### config.mk
export PLATFORM = sky130hd
export DESIGN_NAME = uart_pkt_rx_flat
export DESIGN_NICKNAME = d
export VERILOG_FILES = /design/src/rtl/uart_pkt_pkg.sv /design/src/rtl/uart_pkt_if.sv /design/src/rtl/uart_byte_rx.sv /design/src/rtl/uart_pkt_rx.sv /design/src/flat_wrapper.sv
export SDC_FILE = /design/constraint.sdc
export NUM_CORES = 1
export LEC_CHECK = 0
export ABC_CLOCK_PERIOD_IN_PS = 3100
export BUFFER_PORTS_ARGS = -buffer_cell sky130_fd_sc_hd__buf_2
export CAP_MARGIN = 20
export CORE_ASPECT_RATIO = 2
export CORE_MARGIN = 4
export CORE_UTILIZATION = 45
export CTS_BUF_LIST = sky130_fd_sc_hd__clkbuf_16
export DETAILED_ROUTE_END_ITERATION = 16
export GPL_ROUTABILITY_DRIVEN = 0
export PLACE_DENSITY = 0.74
export SLEW_MARGIN = 20
export SYNTH_ARGS = -nofsm -noshare
export SYNTH_HDL_FRONTEND = slang
export SYNTH_SLANG_ARGS = --single-unit
### constraint.sdc
create_clock -name clk -period 3.1 [get_ports clk]
set_clock_uncertainty 0.1 [all_clocks]
set_input_delay 0.62 -clock clk [delete_from_list [all_inputs] [get_ports clk]]
set_output_delay 0.62 -clock clk [all_outputs]
set_load 0.1 [all_outputs]
### src/rtl/uart_pkt_pkg.sv
// uart_pkt_pkg: shared types and defaults for the UART packet receiver
// and its transmit counterpart.
package uart_pkt_pkg;

    typedef enum logic [1:0] {
        BIT_IDLE  = 2'd0,
        BIT_START = 2'd1,
        BIT_DATA  = 2'd2,
        BIT_STOP  = 2'd3
    } bit_state_e;

    localparam logic [7:0] DEF_SOF = 8'h02;
    localparam logic [7:0] DEF_EOF = 8'h03;

    typedef enum logic [2:0] {
        ERR_NONE    = 3'd0,
        ERR_FRAME   = 3'd1,
        ERR_SOF     = 3'd2,
        ERR_EOF     = 3'd3,
        ERR_TIMEOUT = 3'd4,
        ERR_OVERRUN = 3'd5
    } err_code_e;

endpackage

### src/rtl/uart_pkt_if.sv
// uart_pkt_if: packet valid/ready handshake between the receiver and
// the downstream RAM/AES controller.
interface uart_pkt_if #(
    parameter int PKT_BYTES = 8
);
    logic                   pkt_valid;
    logic                   pkt_ready;
    logic [PKT_BYTES*8-1:0] pkt_data;

    modport master (
        output pkt_valid,
        output pkt_data,
        input  pkt_ready
    );

    modport slave (
        input  pkt_valid,
        input  pkt_data,
        output pkt_ready
    );
endinterface

### src/rtl/uart_byte_rx.sv
// uart_byte_rx: rx synchroniser, bit timer and bit FSM recovering one
// byte per frame with stop-bit checking.
module uart_byte_rx
    import uart_pkt_pkg::*;
#(
    parameter int CLKS_PER_BIT = 47,
    parameter int SYNC_STAGES  = 2
) (
    input  logic       clk,
    input  logic       rst,
    input  logic       rx_i,
    output logic       byte_valid,
    output logic [7:0] byte_data,
    output logic       err_frame
);
    localparam logic [1:0] S_IDLE  = BIT_IDLE;
    localparam logic [1:0] S_START = BIT_START;
    localparam logic [1:0] S_DATA  = BIT_DATA;
    localparam logic [1:0] S_STOP  = BIT_STOP;

    localparam int TW = $clog2(CLKS_PER_BIT) + 1;
    localparam logic [TW-1:0] HALF_M1 = TW'(CLKS_PER_BIT / 2 - 1);
    localparam logic [TW-1:0] BIT_M1  = TW'(CLKS_PER_BIT - 1);

    logic [SYNC_STAGES-1:0] sync_q;
    logic                   rxs;
    logic                   rxs_prev;
    logic [1:0]             state;
    logic [TW-1:0]          timer;
    logic [2:0]             bit_cnt;
    logic [7:0]             shreg;

    assign rxs = sync_q[SYNC_STAGES-1];

    always_ff @(posedge clk) begin
        if (rst) begin
            sync_q     <= '1;
            rxs_prev   <= 1'b1;
            state      <= S_IDLE;
            timer      <= '0;
            bit_cnt    <= '0;
            shreg      <= '0;
            byte_valid <= 1'b0;
            byte_data  <= '0;
            err_frame  <= 1'b0;
        end else begin
            sync_q     <= {sync_q[SYNC_STAGES-2:0], rx_i};
            rxs_prev   <= rxs;
            byte_valid <= 1'b0;
            err_frame  <= 1'b0;
            unique case (state)
                S_IDLE: begin
                    // a low stop bit leaves rxs_prev low, so no re-arm
                    // happens until the line has been seen high again
                    if (rxs_prev && !rxs) begin
                        state <= S_START;
                        timer <= HALF_M1;
                    end
                end
                S_START: begin
                    if (timer == '0) begin
                        if (rxs) begin
                            state <= S_IDLE;
                        end else begin
                            state   <= S_DATA;
                            timer   <= BIT_M1;
                            bit_cnt <= '0;
                        end
                    end else begin
                        timer <= timer - TW'(1);
                    end
                end
                S_DATA: begin
                    if (timer == '0) begin
                        shreg <= {rxs, shreg[7:1]};
                        timer <= BIT_M1;
                        if (bit_cnt == 3'd7) begin
                            state <= S_STOP;
                        end else begin
                            bit_cnt <= bit_cnt + 3'd1;
                        end
                    end else begin
                        timer <= timer - TW'(1);
                    end
                end
                S_STOP: begin
                    if (timer == '0) begin
                        state <= S_IDLE;
                        if (rxs) begin
                            byte_valid <= 1'b1;
                            byte_data  <= shreg;
                        end else begin
                            err_frame <= 1'b1;
                        end
                    end else begin
                        timer <= timer - TW'(1);
                    end
                end
                default: state <= S_IDLE;
            endcase
        end
    end

endmodule

### src/rtl/uart_pkt_rx.sv
// uart_pkt_rx: frames received bytes into SOF/EOF packets with watchdog
// and presents completed packets on a valid/ready holding register.
module uart_pkt_rx
    import uart_pkt_pkg::*;
#(
    parameter int         CLKS_PER_BIT = 47,
    parameter int         PKT_BYTES    = 8,
    parameter logic [7:0] SOF_BYTE     = DEF_SOF,
    parameter logic [7:0] EOF_BYTE     = DEF_EOF,
    parameter int         TIMEOUT_CLKS = 500000,
    parameter int         SYNC_STAGES  = 2
) (
    input  logic       clk,
    input  logic       rst,
    input  logic       rx_i,
    uart_pkt_if.master pkt,
    output logic       byte_valid,
    output logic [7:0] byte_data,
    output logic       err_frame,
    output logic       err_sof,
    output logic       err_eof,
    output logic       err_timeout,
    output logic       err_overrun,
    output logic       busy
);
    localparam int IW = $clog2(PKT_BYTES) + 1;
    localparam int WW = $clog2(TIMEOUT_CLKS) + 1;
    localparam logic [IW-1:0] LAST   = IW'(PKT_BYTES - 1);
    localparam logic [WW-1:0] WD_END = WW'(TIMEOUT_CLKS - 1);

    logic [IW-1:0]               idx_q;
    logic [WW-1:0]               wd_q;
    logic [PKT_BYTES-1:0][7:0]   asm_q;
    logic [PKT_BYTES-1:0][7:0]   pkt_next;
    logic [PKT_BYTES*8-1:0]      hold_q;
    logic                        hold_v;
    logic                        timeout;
    logic                        at_first;
    logic                        at_last;
    logic                        mid_ok;
    logic                        sof_ok;
    logic                        complete;
    logic                        load;

    uart_byte_rx #(
        .CLKS_PER_BIT(CLKS_PER_BIT),
        .SYNC_STAGES (SYNC_STAGES)
    ) u_byte (
        .clk       (clk),
        .rst       (rst),
        .rx_i      (rx_i),
        .byte_valid(byte_valid),
        .byte_data (byte_data),
        .err_frame (err_frame)
    );

    // a timeout turns the byte landing in the same cycle into a first byte
    assign timeout     = busy && (wd_q == WD_END);
    assign at_first    = timeout || (idx_q == '0);
    assign at_last     = !at_first && (idx_q == LAST);
    assign mid_ok      = byte_valid && !at_first && !at_last;
    assign sof_ok      = byte_valid && at_first && (byte_data == SOF_BYTE);
    assign err_sof     = byte_valid && at_first && (byte_data != SOF_BYTE);
    assign err_eof     = byte_valid && at_last && (byte_data != EOF_BYTE);
    assign complete    = byte_valid && at_last && (byte_data == EOF_BYTE);
    assign load        = complete && (!hold_v || pkt.pkt_ready);
    assign err_overrun = complete && !load;
    assign err_timeout = timeout;

    always_comb begin
        pkt_next              = asm_q;
        pkt_next[PKT_BYTES-1] = byte_data;
    end

    always_ff @(posedge clk) begin
        if (rst) begin
            idx_q  <= '0;
            busy   <= 1'b0;
            wd_q   <= '0;
            asm_q  <= '0;
            hold_q <= '0;
            hold_v <= 1'b0;
        end else begin
            if (busy) begin
                wd_q <= wd_q + WW'(1);
            end
            if (err_frame || timeout) begin
                idx_q <= '0;
                busy  <= 1'b0;
            end
            if (sof_ok) begin
                asm_q[0] <= byte_data;
                idx_q    <= IW'(1);
                busy     <= 1'b1;
                wd_q     <= '0;
            end else if (mid_ok) begin
                asm_q[idx_q[IW-2:0]] <= byte_data;
                idx_q                <= idx_q + IW'(1);
            end else if (err_eof || complete) begin
                idx_q <= '0;
                busy  <= 1'b0;
            end
            if (load) begin
                hold_q <= pkt_next;
                hold_v <= 1'b1;
            end else if (pkt.pkt_ready) begin
                hold_v <= 1'b0;
            end
        end
    end

    assign pkt.pkt_valid = hold_v;
    assign pkt.pkt_data  = hold_q;

endmodule

### src/flat_wrapper.sv
// flat-port wrapper written by rule: the top's interface ports become plain ports
module uart_pkt_rx_flat import uart_pkt_pkg::*;
#(
    parameter int         CLKS_PER_BIT = 47,
    parameter int         PKT_BYTES    = 8,
    parameter logic [7:0] SOF_BYTE     = DEF_SOF,
    parameter logic [7:0] EOF_BYTE     = DEF_EOF,
    parameter int         TIMEOUT_CLKS = 500000,
    parameter int         SYNC_STAGES  = 2
)
  (clk, rst, rx_i, byte_valid, byte_data, err_frame, err_sof, err_eof, err_timeout, err_overrun, busy, pkt_pkt_valid, pkt_pkt_data, pkt_pkt_ready);
  uart_pkt_if #(.PKT_BYTES(PKT_BYTES)) pkt_i ();
  input  logic clk;
  input  logic rst;
  input  logic rx_i;
  output logic byte_valid;
  output logic [7:0] byte_data;
  output logic err_frame;
  output logic err_sof;
  output logic err_eof;
  output logic err_timeout;
  output logic err_overrun;
  output logic busy;
  output wire logic [$bits(pkt_i.pkt_valid)-1:0] pkt_pkt_valid;
  output wire logic [$bits(pkt_i.pkt_data)-1:0] pkt_pkt_data;
  input wire logic [$bits(pkt_i.pkt_ready)-1:0] pkt_pkt_ready;
  assign pkt_pkt_valid = pkt_i.pkt_valid;
  assign pkt_pkt_data = pkt_i.pkt_data;
  assign pkt_i.pkt_ready = pkt_pkt_ready;
  uart_pkt_rx #(.CLKS_PER_BIT(CLKS_PER_BIT), .PKT_BYTES(PKT_BYTES), .SOF_BYTE(SOF_BYTE), .EOF_BYTE(EOF_BYTE), .TIMEOUT_CLKS(TIMEOUT_CLKS), .SYNC_STAGES(SYNC_STAGES)) u_core (.clk(clk), .rst(rst), .rx_i(rx_i), .pkt(pkt_i), .byte_valid(byte_valid), .byte_data(byte_data), .err_frame(err_frame), .err_sof(err_sof), .err_eof(err_eof), .err_timeout(err_timeout), .err_overrun(err_overrun), .busy(busy));
endmodule
== Word level (Yosys, flattened, before mapping) ==
Index checks and enable logic that the tools add are counted.

* Output and inout bits: 80
* Word-level logic and storage cells: 125
* Input port bits: 4
* Register bits: 187

* $lt $le $gt $ge: 2
* Add/subtract/negate cells: 4
* Reduce and logical (&&, ||, !) cells: 39
* Equal/unequal tests: 19
* Bitwise logic cells: 3
* Mux-type cells: 35

{| class="wikitable"
|+ Operator list
! cell !! count
|-
| $bwmux 64 || 1
|-
| $mux 7 || 5
|-
| $pmux 7 s4 || 1
|-
| $demux 8 s3 || 1
|-
| $mux 8 || 3
|-
| $add 20x1->20 const B || 1
|-
| $eq 20x19->1 const B || 1
|-
| $eq 8x2->1 const B || 2
|-
| $ne 2x2->1 const B || 8
|-
| $ne 8x2->1 const B || 2
|-
| $logic_and 1x1->1 || 14
|-
| $mux 2 || 6
|-
| $mux 3 || 4
|-
| $mux 4 || 3
|-
| $reduce_and 5->1 || 2
|-
| $mux 1 || 9
|-
| $pmux 2 s4 || 1
|-
| $logic_not 7->1 || 1
|-
| $sub 7x1->7 const B || 1
|-
| $pmux 3 s2 || 1
|-
| $reduce_and 3->1 || 2
|-
| $reduce_bool 2->1 || 3
|-
| $logic_not 1->1 || 5
|-
| $add 4x1->4 const B || 1
|-
| other kinds (17) || 24
|}

== Longest topological paths before layout ==
* Depth after elaboration: 11
* Mapped depth: 11

== By module ==
A second synthesis with hierarchy kept.

* Cells, all modules: 803
* Area total of the unflattened synthesis: 7090.6 µm²

{| class="wikitable"
|+ Modules (own cells, without submodules)
! module !! area an instance (µm²) !! cells each !! times used
|-
| uart_pkt_rx || 5486.5 || 623 || 1
|-
| uart_byte_rx || 1604.0 || 180 || 1
|}

== Worst setup path before layout ==
OpenSTA, ideal clock, no wires.

* Kind: flip-flop to output port
* Start point: reg u_core.u_byte.byte_valid
* End point: out err_eof
* Stages on the path, launching flop included: 8
* Setup slack: -1.665 ns
* Path buffers: 3
* Arrival time: 4.045 ns
* Cells stage by stage: dfxtp_1 -> buf_2 -> inv_1 -> nor2_1 -> o21ai_2 -> buf_6 -> clkbuf_1 -> nor3_1

* Cells in the longest elaborated chain, start to end: 2

{| class="wikitable"
|+ Ends and longest elaborated chain
! element !! line !! text
|-
| from (decl) || uart_byte_rx.sv:12 || <nowiki>output logic byte_valid,</nowiki>
|-
| from (signal assigned) || uart_byte_rx.sv:43 || <nowiki>byte_valid <= 1'b0;</nowiki>
|-
| from (signal assigned) || uart_byte_rx.sv:49 || <nowiki>byte_valid <= 1'b0;</nowiki>
|-
| from (signal assigned) || uart_byte_rx.sv:90 || <nowiki>byte_valid <= 1'b1;</nowiki>
|-
| $logic_and 1x1->1 (2 in series) || uart_pkt_rx.sv:64 || <nowiki>assign err_eof = byte_valid && at_last && (byte_data != EOF_BYTE);</nowiki>
|-
| to (decl) || flat_wrapper.sv:20 || <nowiki>output logic err_eof;</nowiki>
|}

Every way passes these cells.

== Final worst setup path ==
* Start point: reg u_core.u_byte.byte_data[3]
* End point: out err_overrun

* Cells in the longest elaborated chain, start to end: 5

{| class="wikitable"
|+ Ends and longest elaborated chain
! element !! line !! text
|-
| from (decl) || uart_byte_rx.sv:13 || <nowiki>output logic [7:0] byte_data,</nowiki>
|-
| from (signal assigned) || uart_byte_rx.sv:91 || <nowiki>byte_data <= shreg;</nowiki>
|-
| $eq 8x2->1 (*) || uart_pkt_rx.sv:65 || <nowiki>assign complete = byte_valid && at_last && (byte_data == EOF_BYTE);</nowiki>
|-
| $logic_and 1x1->1 (*) || uart_pkt_rx.sv:65 ||
|-
| $logic_and 1x1->1 || uart_pkt_rx.sv:66 || <nowiki>assign load = complete && (!hold_v || pkt.pkt_ready);</nowiki>
|-
| $logic_not 1->1 || uart_pkt_rx.sv:67 || <nowiki>assign err_overrun = complete && !load;</nowiki>
|-
| $logic_and 1x1->1 (*) || uart_pkt_rx.sv:67 ||
|-
| to (decl) || flat_wrapper.sv:22 || <nowiki>output logic err_overrun;</nowiki>
|}

Mark *: on every way between the ends. The rest lies on a longest branch, timed or not.

==> impl_results.md <==
- Outcome: complete, no violations
- Crit path to: err_overrun
- R2R cell count: 6
- First-pass GRT wire length: between 20000 and 30000 µm
- Fmax: 329 MHz
- Register area share after synthesis: 0.497
- Share of cells above drive strength 1: 0.196
- Total Wirelength: 18100 µm
- # port buffers: 83
- Worst skew pair latency: 0.43 ns
- Initial antenna violation count: 0
- Drt pass-1 iters: 4
- Vias in the first global route: about 6000
- CP endpoint kind: output port
- IO Pins: 84
- Post-route ant nets: 0
- Detailed placement HPWL: 12400 µm
- Peak supply drop: 0.402 mV
- CTS tree: yes
- Fillers: 1501
- Reg2Reg Setup Slack: 0.50 ns
- Drt initial violations: roughly 330
- Nets: 881
- Measured slew at the worst slew-check pin: around 0.84 ns
- Slew Limit Fails: 0
- Final Setup Violations: 0
- Critical R2R Capture: u_core.pkt.pkt_data[0]$_SDFFE_PP0P_
- Setup Crit Path Kind: flop to output port
- Die height: 187 µm
- GRT Total Usage: 0.198
- Post-synth top flop: dfxtp_1
- Largest net degree at the start of global routing: 77
- Synth warnings: 0
- Arrival time at the worst endpoint: roughly 2.3 ns
- Max_cap viols: 0
- Via count: between 6000 and 7000
- Row Count: 65
- Area Overhead vs Synth: 16.6%
- Setup slack after layout: 0.0560 ns
- Final Hold Fails: 0
- Die ar.: 18200 µm²
- Number of buffers created by CTS: 17
- Reg2reg start: u_core.u_byte.byte_data[3]$_SDFFE_PP0P_
- CP startpoint kind: flop
- Reg area: 3590 µm²
- Clk sink count: 179
- # placed instances: 1047
- Power density over the cells: between 500 and 600 nW/µm²
- Power Total: 4700 µW
- Setup TNS Final: 0 ns
- Syn nets: 826
- Clock tree buffer depth: 2
- Area of the multi-input gates: 3330 µm²
- Post-route insts no fill: 1080
- Initial core utilization: 0.457
- Drt drc: 0
- Clock-pin slew on the worst setup and hold paths: roughly 0.07 ns
- Crit-path max FO: 4
- Relative slew slack: 0.432
- Cells after Synth: 811
- Clock root buffer: clkbuf_16
- ANT cells: 0
- Place WS: about 0.48 ns
- Min-delay worst type: input port to flop
- Final Util: 0.533
- Number of synthesized flops with an enable pin: 0
- Via density: 5.69
- Post-synthesis cell type count: 53
- RSZ-0062 raised after global routing: false
- Post-synthesis sequential element count: 179
- Overflow after GRT: 0
- Pleak: 0.00318 µW
- Final period utilization: 0.982
- Minimum clock period: 3.04 ns
- CP startpoint: u_core.u_byte.byte_data[3]$_SDFFE_PP0P_
- Ys async rst share: 0
- Core ar.: roughly 16000 µm²
- Routed length per instance: 16.7 µm
- Worst path required time: 2.38 ns
- Die width: 97.5 µm
- Clock H-tree levels: 4
- Syn avg cell area: 8.90 µm²
- Cell Area, Synth: 7220 µm²
## per-stage QoR
stage	cell area, µm²	hold slack (ns)
global route	8420	0.261
finish	8420	0.273
global placement	7820	0.294
floorplan	7290	0.289
detailed placement	7820	0.299
CTS	8410	0.256
## timing repair
| item | 4_1_cts | 5_1_grt |
|---|---|---|
| pin swaps | 1 | 1 |
| gates resized for setup | 0 | 3 |
| buffers inserted | 0 | 1 |
| setup endpoints to repair | 1 | 2 |
| hold buffers | 0 | 0 |
## cell usage in the layout (no fill, tap or decap), drive strengths merged, types with 4 or more instances in the layout
cell type  netlist  layout
nand3          106     106
xor2            13      13
o21ai           88      88
o2111ai          4       4
nand4           10      10
nor3b            9       9
xnor2            7       7
mux2i           28      28
inv             12      17
nand2b           4       4
nand2           50      50
or3              4       4
nor3             7       7
nor4            19      19
a31o            16      16
or2              4       4
nor4b            4       4
clkinv           0       7
clkbuf          41      17
buf             23     100
dfxtp          179     179
ha              11      11
a21oi           77      77
nor2            56      56
and3             6       6
## cells in the mapped netlist (all sizes together), types with 6 or more instances
master / n / area share
a21oi: 77 / 0.053
a31o: 16 / 0.019
and3: 6 / 0.0052
buf: 23 / 0.022
clkbuf: 41 / 0.021
dfxtp: 179 / 0.50
ha: 11 / 0.019
inv: 12 / 0.0062
mux2i: 28 / 0.039
nand2: 50 / 0.026
nand3: 106 / 0.074
nand4: 10 / 0.0087
nor2: 56 / 0.031
nor3: 7 / 0.0064
nor3b: 9 / 0.0094
nor4: 19 / 0.017
o21ai: 88 / 0.062
xnor2: 7 / 0.0085
xor2: 13 / 0.016
## final cells by class
cell class                 count  share of cell area
clock inverter                15              0.0189
timing repair buffer         100              0.0728
multi-input combinational    556               0.396
sequential                   179               0.426
tap                          201              0.0299
clock buffer                  17              0.0505
inverter                      12             0.00535
## report_power, final
group          internal, µW  switching, µW  total [µW]
combinational          74.6            169         244
sequential             2310           15.6        2330
clock                  1200            932        2130
total                  3580           1120        4700
## worst max-delay path, cell delays in order (launching register included)
cell	delay [ns]
dfxtp_2	0.34
or4_4	0.56
nor4b_4	0.41
nand3_1	0.23
nor2_4	0.17
buf_12	0.19
## logic make-up (layout without fill, tap and decap cells)
group / Yosys count / in the layout / synth area share
and+or+nand+nor: 289 / 289 / 0.206
AOI/OAI and AO/OA: 207 / 207 / 0.164
DFF: 179 / 179 / 0.497
buffers and inverters: 76 / 144 / 0.0496
muxes: 29 / 29 / 0.0404
xor gates and xnor gates: 20 / 20 / 0.0243
adders and majority gates: 11 / 11 / 0.0191
## worst min path at each step
stage	start	end	slack, ns	depth (start not counted)
global route	rx_i	u_core.u_byte.sync_q[0]$_SDFF_PP1_	0.26	2
finish	rx_i	u_core.u_byte.sync_q[0]$_SDFF_PP1_	0.27	2
global placement	u_core.u_byte.sync_q[0]$_SDFF_PP1_	u_core.u_byte.sync_q[1]$_SDFF_PP1_	0.29	1
detailed placement	u_core.u_byte.sync_q[0]$_SDFF_PP1_	u_core.u_byte.sync_q[1]$_SDFF_PP1_	0.30	1
floorplan	u_core.u_byte.sync_q[0]$_SDFF_PP1_	u_core.u_byte.sync_q[1]$_SDFF_PP1_	0.29	1
CTS	rx_i	u_core.u_byte.sync_q[0]$_SDFF_PP1_	0.26	2
## flip-flops by register name, summed over array words and instances (netlist names), 2 cells and up, named ones only
| name | cells |
|---|---|
| u_core.u_byte.timer | 7 |
| u_core.asm_q | 56 |
| u_core.pkt.pkt_data | 64 |
| u_core.u_byte.shreg | 8 |
| u_core.idx_q | 4 |
| u_core.u_byte.byte_data | 8 |
| u_core.u_byte.sync_q | 2 |
| u_core.u_byte.bit_cnt | 3 |
| u_core.wd_q | 20 |
## metal layers
layer	global-route usage	wire length, µm	vias up
met5	0	0	-
met4	0.100	704	0
met3	0.0414	678	45
met2	0.376	9900	144
met1	0.199	6800	2942
li1	-	-	3012
No activity file was read; power rests on OpenSTA's default activity.
